==> config.mk <==
export PLATFORM = sky130hd
export DESIGN_NAME = hilo_mdu
export DESIGN_NICKNAME = d
export VERILOG_FILES = /design/src/rtl/mdu_pkg.sv /design/src/rtl/mdu_iter_core.sv /design/src/rtl/hilo_mdu.sv
export SDC_FILE = /design/constraint.sdc
export NUM_CORES = 1
export LEC_CHECK = 0
export CAP_MARGIN = 20
export CORE_MARGIN = 4
export CORE_UTILIZATION = 30
export DETAILED_ROUTE_END_ITERATION = 8
export GPL_ROUTABILITY_DRIVEN = 0
export PLACE_DENSITY = 0.53
export SYNTH_ARGS = -nofsm -noshare
export SYNTH_HDL_FRONTEND = slang
export SYNTH_SLANG_ARGS = --single-unit
export TNS_END_PERCENT = 10
==> constraint.sdc <==
create_clock -name clk -period 7.8 [get_ports clk]
set_input_delay 1.95 -clock clk [delete_from_list [all_inputs] [get_ports clk]]
set_output_delay 1.95 -clock clk [all_outputs]
set_load 0.005 [all_outputs]
==> src/rtl/mdu_pkg.sv <==
// Shared definitions for the HI/LO multiply/divide unit.
//   - ALU control encodings (only MULc and DIVc matter to the MDU)
//   - HI/LO source-select encodings
//   - FSM state and latched-operation enums
//   - default operand width
package mdu_pkg;

  localparam int MDU_WIDTH = 32;

  localparam logic [2:0] ADDc = 3'b000;
  localparam logic [2:0] SUBc = 3'b001;
  localparam logic [2:0] MULc = 3'b010;
  localparam logic [2:0] DIVc = 3'b011;
  localparam logic [2:0] ANDc = 3'b100;
  localparam logic [2:0] ORc  = 3'b101;

  localparam logic [1:0] SEL_RES = 2'b00;
  localparam logic [1:0] SEL_RS  = 2'b01;
  localparam logic [1:0] SEL_ACC = 2'b10;

  typedef enum logic [1:0] {
    S_IDLE = 2'b00,
    S_MULT = 2'b01,
    S_DIV  = 2'b10,
    S_DONE = 2'b11
  } state_e;

  typedef enum logic [1:0] {
    OP_MUL  = 2'b00,
    OP_MADD = 2'b01,
    OP_MSUB = 2'b10,
    OP_DIV  = 2'b11
  } op_e;

endpackage

==> src/rtl/mdu_iter_core.sv <==
// Unsigned iterative datapath shared by multiply and divide.
//   Multiply: radix-2 shift-add, {upper,lower} ends as the 2*WIDTH product.
//   Divide:   restoring, upper ends as remainder, lower as quotient.
// Ports:
//   clk, rst   clock, async active-high reset
//   load       latch a/b and start WIDTH iterations
//   is_div     select divide (1) or multiply (0) for the loaded op
//   a, b       unsigned magnitudes (multiplicand/multiplier, dividend/divisor)
//   step_done  high in the cycle whose closing edge performs the last step
//   result     value the registers take at that edge: {upper, lower}
module mdu_iter_core
  import mdu_pkg::*;
#(
  parameter int WIDTH = MDU_WIDTH
) (
  input  logic                 clk,
  input  logic                 rst,
  input  logic                 load,
  input  logic                 is_div,
  input  logic [WIDTH-1:0]     a,
  input  logic [WIDTH-1:0]     b,
  output logic                 step_done,
  output logic [2*WIDTH-1:0]   result
);

  localparam int CW = $clog2(WIDTH);

  logic [WIDTH-1:0] upper;
  logic [WIDTH-1:0] lower;
  logic [WIDTH-1:0] divisor;
  logic [CW-1:0]    count;
  logic             active;
  logic             div_mode;

  logic [WIDTH:0]   sum;
  logic [WIDTH:0]   trial;
  logic [WIDTH:0]   diff;
  logic [WIDTH-1:0] upper_next;
  logic [WIDTH-1:0] lower_next;

  // NOTE: every always_comb output gets a value on every path; a path that
  // leaves one unassigned turns it into a latch.
  always_comb begin
    // Multiply: add the multiplicand when the current multiplier bit is set,
    // then shift the (WIDTH+1)-bit sum and the multiplier right together.
    sum   = {1'b0, upper} + (lower[0] ? {1'b0, divisor} : '0);
    // Divide: shift the next dividend bit into the partial remainder and
    // try subtracting; a set sign bit means the divisor did not fit.
    trial = {upper, lower[WIDTH-1]};
    diff  = trial - {1'b0, divisor};
    if (div_mode) begin
      upper_next = diff[WIDTH] ? trial[WIDTH-1:0] : diff[WIDTH-1:0];
      lower_next = {lower[WIDTH-2:0], ~diff[WIDTH]};
    end else begin
      upper_next = sum[WIDTH:1];
      lower_next = {sum[0], lower[WIDTH-1:1]};
    end
  end

  assign result    = {upper_next, lower_next};
  assign step_done = active && (count == CW'(WIDTH - 1));

  // NOTE: clocked state uses non-blocking assignments so every register
  // samples pre-edge values regardless of statement order.
  always_ff @(posedge clk or posedge rst) begin
    if (rst) begin
      upper    <= '0;
      lower    <= '0;
      divisor  <= '0;
      count    <= '0;
      active   <= 1'b0;
      div_mode <= 1'b0;
    end else if (load) begin
      upper    <= '0;
      lower    <= a;
      divisor  <= b;
      count    <= '0;
      active   <= 1'b1;
      div_mode <= is_div;
    end else if (active) begin
      upper  <= upper_next;
      lower  <= lower_next;
      count  <= step_done ? '0 : count + 1'b1;
      active <= !step_done;
    end
  end

endmodule

==> src/rtl/hilo_mdu.sv <==
// HI/LO multiply/divide unit: MUL, MADD, MSUB, DIV (multi-cycle) and
// MTHI, MTLO (single-cycle writes). Owns the FSM, sign handling, the
// accumulate path and the HI/LO registers.
// Ports:
//   clk, rst                  clock, async active-high reset
//   start                     issue strobe, honoured only while busy=0
//   aluCtrl, hiSel, loSel     decoded control from the control unit
//   hiWr, loWr, maluOp        write enables, MADD(1)/MSUB(0) select
//   rs_data, rt_data          signed operands; rs_data also feeds MTHI/MTLO
//   busy                      iterative op in progress
//   done                      one-cycle pulse, hi/lo already updated
//   div_by_zero               pulses with done for a DIV by zero
//   hi, lo                    architectural HI/LO registers
module hilo_mdu
  import mdu_pkg::*;
#(
  parameter int WIDTH = MDU_WIDTH
) (
  input  logic             clk,
  input  logic             rst,
  input  logic             start,
  input  logic [2:0]       aluCtrl,
  input  logic [1:0]       hiSel,
  input  logic [1:0]       loSel,
  input  logic             hiWr,
  input  logic             loWr,
  input  logic             maluOp,
  input  logic [WIDTH-1:0] rs_data,
  input  logic [WIDTH-1:0] rt_data,
  output logic             busy,
  output logic             done,
  output logic             div_by_zero,
  output logic [WIDTH-1:0] hi,
  output logic [WIDTH-1:0] lo
);

  state_e state;
  state_e state_next;
  op_e    op;

  logic             sign_a;
  logic             sign_b;
  logic             b_zero;
  logic [WIDTH-1:0] rs_hold;

  logic accept;
  logic do_mul;
  logic do_acc;
  logic do_div;
  logic do_mthi;
  logic do_mtlo;
  logic load;

  logic [WIDTH-1:0]   a_mag;
  logic [WIDTH-1:0]   b_mag;
  logic               step_done;
  logic [2*WIDTH-1:0] core_result;

  logic [2*WIDTH-1:0] prod;
  logic [WIDTH-1:0]   quot;
  logic [WIDTH-1:0]   rem;
  logic [WIDTH-1:0]   hi_final;
  logic [WIDTH-1:0]   lo_final;

  assign busy        = (state == S_MULT) || (state == S_DIV);
  assign done        = (state == S_DONE);
  assign div_by_zero = done && (op == OP_DIV) && b_zero;

  assign accept  = start && !busy;
  assign do_mul  = hiWr && loWr && (aluCtrl == MULc) && (hiSel == SEL_RES);
  assign do_acc  = hiWr && loWr && (aluCtrl == MULc) && (hiSel == SEL_ACC);
  assign do_div  = hiWr && loWr && (aluCtrl == DIVc);
  assign do_mthi = hiWr && !loWr && (hiSel == SEL_RS);
  assign do_mtlo = loWr && !hiWr && (loSel == SEL_RS);
  assign load    = accept && (do_mul || do_acc || do_div);

  // Magnitudes are unsigned, so -2^(W-1) maps cleanly to 2^(W-1).
  assign a_mag = rs_data[WIDTH-1] ? -rs_data : rs_data;
  assign b_mag = rt_data[WIDTH-1] ? -rt_data : rt_data;

  mdu_iter_core #(.WIDTH(WIDTH)) u_core (
    .clk       (clk),
    .rst       (rst),
    .load      (load),
    .is_div    (do_div),
    .a         (a_mag),
    .b         (b_mag),
    .step_done (step_done),
    .result    (core_result)
  );

  always_ff @(posedge clk or posedge rst) begin
    if (rst) state <= S_IDLE;
    else     state <= state_next;
  end

  always_comb begin
    state_next = state;
    case (state)
      S_IDLE, S_DONE: begin
        state_next = S_IDLE;
        if (accept && (do_mul || do_acc)) state_next = S_MULT;
        else if (accept && do_div)        state_next = S_DIV;
      end
      S_MULT, S_DIV: if (step_done) state_next = S_DONE;
      default:       state_next = S_IDLE;
    endcase
  end

  // Signs are kept alongside the magnitudes so the result can be fixed up
  // in the same edge the last iteration completes.
  always_ff @(posedge clk or posedge rst) begin
    if (rst) begin
      op      <= OP_MUL;
      sign_a  <= 1'b0;
      sign_b  <= 1'b0;
      b_zero  <= 1'b0;
      rs_hold <= '0;
    end else if (load) begin
      op      <= do_div ? OP_DIV : (do_acc ? (maluOp ? OP_MADD : OP_MSUB) : OP_MUL);
      sign_a  <= rs_data[WIDTH-1];
      sign_b  <= rt_data[WIDTH-1];
      b_zero  <= (rt_data == '0);
      rs_hold <= rs_data;
    end
  end

  // Quotient is negative when signs differ; remainder follows the dividend.
  always_comb begin
    prod     = (sign_a ^ sign_b) ? -core_result : core_result;
    quot     = (sign_a ^ sign_b) ? -core_result[WIDTH-1:0] : core_result[WIDTH-1:0];
    rem      = sign_a ? -core_result[2*WIDTH-1:WIDTH] : core_result[2*WIDTH-1:WIDTH];
    hi_final = hi;
    lo_final = lo;
    case (op)
      OP_MUL:  {hi_final, lo_final} = prod;
      OP_MADD: {hi_final, lo_final} = {hi, lo} + prod;
      OP_MSUB: {hi_final, lo_final} = {hi, lo} - prod;
      OP_DIV: begin
        if (b_zero) begin
          hi_final = rs_hold;
          lo_final = '1;
        end else begin
          hi_final = rem;
          lo_final = quot;
        end
      end
      default: ;
    endcase
  end

  // accept implies !busy, so the issue-edge writes and the final-iteration
  // write can never collide.
  always_ff @(posedge clk or posedge rst) begin
    if (rst) begin
      hi <= '0;
      lo <= '0;
    end else if (accept && do_mthi) begin
      hi <= rs_data;
    end else if (accept && do_mtlo) begin
      lo <= rs_data;
    end else if (busy && step_done) begin
      hi <= hi_final;
      lo <= lo_final;
    end
  end

endmodule

======== Word level (Yosys, flattened, before mapping) ========
Cells that the tools add are included.
operators by class
  add/sub/neg operators ................... 10
  reduce and logical (&&, ||, !) cells .... 37
  mux-type cells .......................... 34
  equality and inequality tests ........... 14
  bitwise gates (word level) .............. 3
operators by type and width
  cell                                                 number
  two-way mux 32 bit                                   19
  one-hot mux 32 bit (4 select lines)                  2
  negation 32 bit                                      4
  adder 64 bit                                         1
  two-way mux 64 bit                                   1
  negation 64 bit                                      1
  subtractor 64 bit                                    1
  adder 32 x 33 -> 33 bit                              1
  subtractor 33 x 32 -> 33 bit                         1
  zero test 32 bit                                     1
  logical AND 1 bit                                    19
  two-way mux 5 bit                                    3
  two-way mux 2 bit                                    6
  equality test 2 bit, second input constant           5
  equality test 2 x 1 -> 1 bit, second input constant  4
  equality test 3 x 2 -> 1 bit, second input constant  2
  zero test 2 bit                                      3
  nonzero test 2 bit                                   3
  adder 5 x 1 -> 5 bit, second input constant          1
  equality test 5 bit, second input constant           1
  zero test 1 bit                                      4
  != test 2 bit, second input constant                 2
  one-hot mux 2 bit (2 select lines)                   1
  AND reduction 2 bit                                  2
  5 further kinds                                      10
word-level totals
  output and inout port bits .............. 67
  word-level logic and storage cells ...... 112
  register bits ........................... 206

======== Logic depth before layout (Yosys ltp) ========
Gate-level depths: netlist of run 1.
  word-level depth ........................ 10
  gate-level depth with buffers ........... 36
  mapped depth without buffers ............ 34

======== By module ========
Synthesis of run 1 repeated with hierarchy kept, for this count alone.
second synthesis, totals
  cell total of the unflattened synthesis .. 3613
  area, all modules ....................... 26549.2 sq um
by module, submodules not included
  module         area an instance (sq um)  cells an instance  instances  seq. area each (sq um)
  hilo_mdu       17335.4                   2459               1          2552.4
  mdu_iter_core  9213.8                    1154               1          2577.5

======== Worst setup path before layout of run 1 ========
No wires, ideal clock.
  path type ............................... register -> register
  start ................................... register u_core.upper[21]
  end ..................................... register hi[30]
  arrival ................................. 7602 ps
  setup time .............................. 86 ps
  setup slack ............................. 112 ps
  cell stages (with the launch flop) ...... 34
  cell sequence ........................... dfrtp_1 -> ha_1 -> buf_6 -> and3_4 -> buf_6 -> a311o_1 -> a221o_1 -> buf_2 -> o31ai_1 -> nor2_1 -> a21oi_1 -> ha_1 -> nand2_1 -> nor4_1 -> nand2b_1 -> nor3_1 -> a21oi_1 -> xnor2_1 -> ha_1 -> clkbuf_1 -> nor4_1 -> nand2_1 -> nor4b_1 -> and2_1 -> a21boi_0 -> a41oi_1 -> a311oi_1 -> a31oi_1 -> o21ai_1 -> nand3_1 -> a2111oi_0 -> o31a_1 -> o21ai_0 -> a32oi_1
between the ends
  longest elaborated chain between the ends .. 10
  elaborated cells on any way between the ends .. 17
  those cells by class .................... add/sub (6); mux (10); bitwise (1)
ends and longest elaborated chain
  element                                                   RTL line                                  text
  start: declaration                                        mdu_iter_core.sv:28                       logic [WIDTH-1:0] upper;
  start signal: assignment                                  mdu_iter_core.sv:81                       upper <= upper_next;
  subtractor 33 x 32 -> 33 bit                              mdu_iter_core.sv:50                       diff = trial - {1'b0, divisor};
  two-way mux 32 bit or inverter 1 bit (tied branches)      mdu_iter_core.sv:52, mdu_iter_core.sv:53
  two-way mux 32 bit                                        mdu_iter_core.sv:51                       if (div_mode) begin
  negation 64 bit or negation 32 bit (tied branches)        hilo_mdu.sv:130, hilo_mdu.sv:132
  two-way mux 64 bit or two-way mux 32 bit (tied branches)  hilo_mdu.sv:130, hilo_mdu.sv:132
  subtractor 64 bit, or another cell as far along           hilo_mdu.sv:138                           OP_MSUB: {hi_final, lo_final} = {hi, lo} - prod;
  one-hot mux 32 bit (4 select lines) *                     hilo_mdu.sv:135                           case (op)
  two-way mux 32 bit *                                      hilo_mdu.sv:162                           end else if (busy && step_done) begin
  two-way mux 32 bit *                                      hilo_mdu.sv:160                           end else if (accept && do_mtlo) begin
  two-way mux 32 bit *                                      hilo_mdu.sv:158                           end else if (accept && do_mthi) begin
  end signal: assignment                                    hilo_mdu.sv:159                           hi <= rs_data;
  end signal: assignment                                    hilo_mdu.sv:163                           hi <= hi_final;
  end: declaration                                          hilo_mdu.sv:33                            output logic [WIDTH-1:0] hi,
Mark *: on every way between the ends. The rest lies on a longest branch, timed or not. The select of a mux whose other input is x is not followed.
A chain may end at the register's enable or synchronous reset.

======== Worst setup path after layout of run 1 ========
  start ................................... register u_core.divisor[19]
  end ..................................... register hi[13]
between the ends
  longest elaborated chain between the ends .. 10
  elaborated cells on any way between the ends .. 16
  those cells by class .................... add/sub (5); mux (10); bitwise (1)
ends and longest elaborated chain
  element                                                   RTL line                                  text
  start: declaration                                        mdu_iter_core.sv:30                       logic [WIDTH-1:0] divisor;
  start signal: assignment                                  mdu_iter_core.sv:69                       divisor <= '0;
  start signal: assignment                                  mdu_iter_core.sv:76                       divisor <= b;
  subtractor 33 x 32 -> 33 bit *                            mdu_iter_core.sv:50
  two-way mux 32 bit or inverter 1 bit (tied branches)      mdu_iter_core.sv:52, mdu_iter_core.sv:53
  two-way mux 32 bit                                        mdu_iter_core.sv:51
  negation 64 bit or negation 32 bit (tied branches)        hilo_mdu.sv:130, hilo_mdu.sv:132
  two-way mux 64 bit or two-way mux 32 bit (tied branches)  hilo_mdu.sv:130, hilo_mdu.sv:132
  subtractor 64 bit, or another cell as far along           hilo_mdu.sv:138
  one-hot mux 32 bit (4 select lines) *                     hilo_mdu.sv:135
  two-way mux 32 bit *                                      hilo_mdu.sv:162
  two-way mux 32 bit *                                      hilo_mdu.sv:160
  two-way mux 32 bit *                                      hilo_mdu.sv:158
Marks and branches as above.

==> flow_summary.json, run 1 <==
{
  "status": "complete, no violations",
  "setup_tns_ns": 0,
  "report.final.slew_viol_count": 0,
  "placed_cells": 4974,
  "place_area_um2": 30600,
  "grt_max_degree": 134,
  "cpPeakStageDelay_ns": 0.62,
  "grt_overflow": 0,
  "yosysWarnings": 0,
  "drt_iter0_drc": 2748,
  "hold_class": "reg -> reg",
  "arrival_ns": 7.92,
  "fin_hold_ws_ns": 0.470,
  "yosys.area.top_type": "dfrtp_1",
  "synthCells": 3547,
  "viasPerCell": 5.76,
  "ios": 144,
  "die_width_um": 301,
  "yosysMostFrequentCell": "nand2_1",
  "ys.flop_type": "dfrtp_1",
  "start_kind": "register",
  "yosys.area.top_type_share_pct": 19.9,
  "endpoint_kind": "register",
  "layout_worst_path_cycle_share_pct": 94.8,
  "skew_ns": 0.0412,
  "grt_pass1_wl_um": 171000,
  "critPathRequiredTime_ns": 8.32,
  "synthAdderAreaFrac_pct": 10.2,
  "synthArstFlopShare_pct": 100,
  "path_clk_slew_ns": 0.06,
  "cap_viol_max_count": 0,
  "final_area_um2": 32000,
  "die_h_um": 301,
  "core.rowCount": 107,
  "via_count": 29000,
  "cts_sinks": 205,
  "final_cells": 5033,
  "synth.avg_cell_area_um2": 7.27,
  "wl_per_cell_um": 22.7,
  "post-route-drc-count": 0,
  "ant_nets": 0,
  "setup_violations": 0,
  "synth-simple-area-share_pct": 20.7,
  "ys_seq_elements": 205,
  "dieArea_um2": 90700,
  "clockBufferDepth": 3,
  "dr.pass1.iters": 5,
  "final_hold_viol_count": 0,
  "synth-edff-count": 0,
  "max_freq_ghz": 0.135,
  "critPathSlowestCell": "xnor2_1",
  "path_class": "reg -> reg",
  "port_buffers": 143,
  "core_um2": 85300,
  "synth.area.mux_share_pct": 2.90,
  "netlist_area_um2": 25800,
  "synth-compound-area-share_pct": 31.6,
  "synth.area.top_cells": "dfrtp_1, ha_1, a21oi_1, o21ai_0, nand2_1",
  "path_max_fanout": 9,
  "nNetsFinal": 4152,
  "min_period_ns": 7.40,
  "area_growth_pct": 24.2,
  "synth-xor-area-share_pct": 8.42,
  "cts_tree": "built",
  "antenna_found_initial": 4,
  "insertion_delay_ns": 0.62,
  "synthTopCellsByCount": "nand2_1, a21oi_1, o21ai_0",
  "relSlewSlack_pct": 25.2,
  "grt_pass1_vias": 27700,
  "synth_fp_nets": 3832,
  "seq_area_frac_synth_pct": 19.9,
  "synth_cell_types": 92,
  "start_util_pct": 30.2,
  "worst_slew_pin_slew_ns": 1.12,
  "htreeDepth": 1,
  "cts_root_buf": "clkbuf_16",
  "synth_top_family_by_area": "compound AO/OA/AOI/OAI gates",
  "nFillCells": 9033,
  "routed_wl_um": 114000,
  "cts_made_buffers": 29,
  "hpwlAfterDp_um": 86600,
  "final_layout_size_suffix_gt1_share_pct": 14.1,
  "grt.total_usage_pct": 24.3
}
==> worst max-delay path, delay by kind of cell (launching register included) <==
kind	cells	cell delay, ns
AOI/OAI and AO/OA	18	4.15
buffers and inverters	3	0.40
adders and majority gates	3	1.01
DFF	1	0.35
xor gates and xnor gates	1	0.62
and+or+nand+nor	3	0.78
==> cell usage in the layout, fill, tap and decap left out, drive strengths merged, types with 33 or more instances in the layout <==
| cell type | instances |
|---|---|
| nand2 | 393 |
| buf | 372 |
| a21oi | 357 |
| o21ai | 318 |
| nor2 | 288 |
| dfrtp | 205 |
| ha | 204 |
| inv | 196 |
| clkdlybuf4s50 | 143 |
| xnor2 | 129 |
| xor2 | 119 |
| nor3 | 72 |
| nand3 | 67 |
| mux2i | 60 |
| o31ai | 53 |
| o21bai | 52 |
| and2 | 52 |
| o211ai | 51 |
| a21o | 50 |
| or3 | 43 |
| clkbuf | 42 |
| a31oi | 33 |
| nor4 | 33 |
==> cells by family (layout without fill, tap and decap cells) <==
logic type	count (synthesis)	count (layout)
buf+inv	423	764
flops	205	205
simple gates	1131	1131
other cells	0	1
fa+ha+maj	208	208
compound gates	1264	1264
xor+xnor	248	248
mux	68	68
==> routing by layer <==
layer / track usage, % / vias to the layer above / wire length (um)
met5: 0 / - / 0
met4: 11.2 / 0 / 6130
met1: 31.5 / 14000 / 48000
met3: 4.02 / 255 / 8740
met2: 39.4 / 1179 / 51400
li1: - / 13600 / -
==> layout make-up <==
type	count	area, um^2	share of cell area (%)
multi-input combinational	2919	19400	60.7
sequential	205	5140	16.1
timing repair buffer	515	4260	13.3
tap	1144	1430	4.47
clock buffer	42	875	2.73
inverter	197	747	2.33
clock inverter	10	131	0.410
antenna	1	2.50	0.00781
==> sequential cells by signal, summed over array words and instances (netlist names), 2 cells and up <==
| signal | flops |
|---|---|
| u_core.count | 5 |
| u_core.divisor | 32 |
| lo | 32 |
| hi | 32 |
| op | 2 |
| u_core.upper | 32 |
| state | 2 |
| rs_hold | 31 |
| u_core.lower | 32 |
==> path summary, 6_finish.rpt <==
kind	cells after the start	startpoint	end	slack, ns
max	28	u_core.divisor[19]$_DFFE_PP0P_	hi[13]$_DFFE_PP0P_	0.40
min	2	rs_hold[25]$_DFFE_PP0P_	rs_hold[25]$_DFFE_PP0P_	0.47
max reg2reg	28	u_core.divisor[19]$_DFFE_PP0P_	hi[13]$_DFFE_PP0P_	0.40
min reg2reg	2	rs_hold[25]$_DFFE_PP0P_	rs_hold[25]$_DFFE_PP0P_	0.47
max in group asynchronous	3	rst	lo[16]$_DFFE_PP0P_	4.73
min in group asynchronous	2	rst	u_core.divisor[11]$_DFFE_PP0P_	1.80
==> metrics by stage <==
step | util (%) | worst slack, ns
global placement | 35.9 | -0.0778
floorplan | - | 0.112
detailed placement | 35.9 | -0.280
finish | 37.6 | 0.403
global route | 37.5 | -0.0315
CTS | 37.1 | 0.0151
==> timing repair <==
action                     CTS  global route
hold buffers                 0             0
gates cloned                 0             0
setup buffers                1             5
gates resized for setup     11            63
setup endpoints to repair   13            28
pin swaps                    4            22
hold endpoints to repair     0             0
Power of run 1 is left out: the tool's default activity adds up to more than one toggle a clock period on the data nets, which glitch-free logic cannot reach.
==> inputs of run 2 (changes only) <==
==> constraint.sdc (replaced) <==
create_clock -name clk -period 6.2 [get_ports clk]
set_input_delay 1.55 -clock clk [delete_from_list [all_inputs] [get_ports clk]]
set_output_delay 1.55 -clock clk [all_outputs]
set_load 0.005 [all_outputs]
==> flow_summary.json, run 2 (same netlist as run 1, synthesis figures left out) <==
{
  "status": "finished, violations left",
  "violations": "setup timing",
  "dr.pass1.iters": 6,
  "antenna_found_initial": 5,
  "via_count": 31300,
  "cp-endpoint": "hi[31]$_DFFE_PP0P_",
  "die_h_um": 301,
  "dieArea_um2": 90700,
  "path_class": "reg -> reg",
  "grt_pass1_wl_um": 182000,
  "grt.total_usage_pct": 25.8,
  "final_area_um2": 38300,
  "die_width_um": 301,
  "core.rowCount": 107,
  "cap_viol_max_count": 0,
  "htreeDepth": 1,
  "report.final.slew_viol_count": 0,
  "worstSetupStartpoint": "u_core.divisor[19]$_DFFE_PP0P_",
  "grt_pass1_vias": 30400,
  "r2r-start": "u_core.divisor[19]$_DFFE_PP0P_",
  "nNetsFinal": 4784,
  "area_growth_pct": 48.6,
  "path_clk_slew_ns": 0.06,
  "layout_worst_path_cycle_share_pct": 114,
  "routed_wl_um": 121000,
  "ios": 144,
  "hold_class": "reg -> reg",
  "endpoint_kind": "register",
  "grt_overflow": 0,
  "setup_violations": 43,
  "grt_max_degree": 131,
  "min_period_ns": 7.09,
  "final_cell_mix": "buf_4, nand2_1, a21oi_1",
  "port_buffers": 143,
  "rsz0062_at_grt": "yes",
  "reg2reg_to": "hi[31]$_DFFE_PP0P_",
  "cts_made_buffers": 31,
  "final_hold_viol_count": 0,
  "cts_root_buf": "clkbuf_16",
  "start_util_pct": 30.2,
  "skew_ns": 0.0409,
  "core_um2": 85300,
  "hold_start": "rs_hold[22]$_DFFE_PP0P_",
  "place_area_um2": 35300,
  "cpPeakStageDelay_ns": 0.49,
  "relSlewSlack_pct": 15.8,
  "max_freq_ghz": 0.141,
  "setup_ws_ns": -0.888,
  "critPathRequiredTime_ns": 6.73,
  "r2r_cells": 33,
  "placed_cells": 5541,
  "ant_nets": 0,
  "cp_common_cell": "a21oi_2",
  "arrival_ns": 7.62,
  "final_cells": 5668,
  "wl_per_cell_um": 21.4,
  "cts_sinks": 205,
  "path_max_fanout": 7,
  "setup_tns_ns": -20.87,
  "insertion_delay_ns": 0.62,
  "drt_iter0_drc": 2895,
  "cts_tree": "built",
  "hpwlAfterDp_um": 92900,
  "critPathSlowestCell": "o41ai_4",
  "post-route-drc-count": 0,
  "final_common_cell": "buf_4",
  "r2r_setup_slack_ns": -0.89,
  "final_layout_size_suffix_gt1_share_pct": 30.2,
  "start_kind": "register",
  "worst_slew_pin_slew_ns": 1.26,
  "viasPerCell": 5.51,
  "fin_util_pct": 44.9,
  "clockBufferDepth": 3
}
## run 2: cell count changes in the layout (fill, tap and decap cells not counted), moves of 12 or more
| cell | delta |
|---|---|
| o21ai_1 | +22 |
| ha_1 | -35 |
| a21oi_2 | +32 |
| buf_6 | +19 |
| o21ai_2 | +12 |
| o21ai_0 | -38 |
| a21oi_1 | -36 |
| ha_4 | +30 |
| buf_4 | +604 |
## run 2: what timing repair did
item	CTS	global route
hold buffers	0	0
setup endpoints to repair	49	53
setup buffers	37	36
pin swaps	101	95
resized for setup	162	136
## run 2: metrics by stage
step / worst slack, ns / hold slack (ns)
final: -0.888 / 0.469
after global placement: -1.20 / 0.449
after global routing: -1.15 / 0.497
after detailed placement: -1.26 / 0.455
after CTS: -0.847 / 0.468
after floorplan: -0.759 / 0.435
## run 2: layout make-up
cell class              count  area, um^2
well taps                1144        1430
multi-input cells        2919       20800
flip-flops and latches    205        5140
repair buffers           1145        9150
clock inverters             9         150
inverters                 197         743
clock buffers              47         936
fillers                  8639       47000
diodes                      2        5.00
## run 2: per-layer routing
layer	up-vias	wire, um	global-route usage (%)
met3	256	8830	3.60
met2	1176	54800	42.5
met5	-	0	0
met1	15000	51800	34.0
li1	14800	-	-
met4	0	6040	10.2
## run 2: worst min-delay path by stage
stage / depth (start not counted) / end
2_1_floorplan: 2 / rs_hold[23]$_DFFE_PP0P_
3_3_place_gp: 2 / rs_hold[22]$_DFFE_PP0P_
3_5_place_dp: 2 / rs_hold[22]$_DFFE_PP0P_
4_1_cts: 2 / rs_hold[22]$_DFFE_PP0P_
5_1_grt: 2 / rs_hold[11]$_DFFE_PP0P_
6_report: 2 / rs_hold[22]$_DFFE_PP0P_
## run 2: worst max-delay path: cells and delay by family, from the launching register on
| kind | cells | cell delay (ns) |
|---|---|---|
| AO/OA/AOI/OAI | 18 | 4.11 |
| XOR/XNOR | 1 | 0.21 |
| AND/OR/NAND/NOR | 8 | 1.12 |
| flip-flops | 1 | 0.37 |
| buffers and inverters | 3 | 0.38 |
| adder cells (fa/ha/maj) | 3 | 0.79 |
Power of run 2 is left out for the same reason.
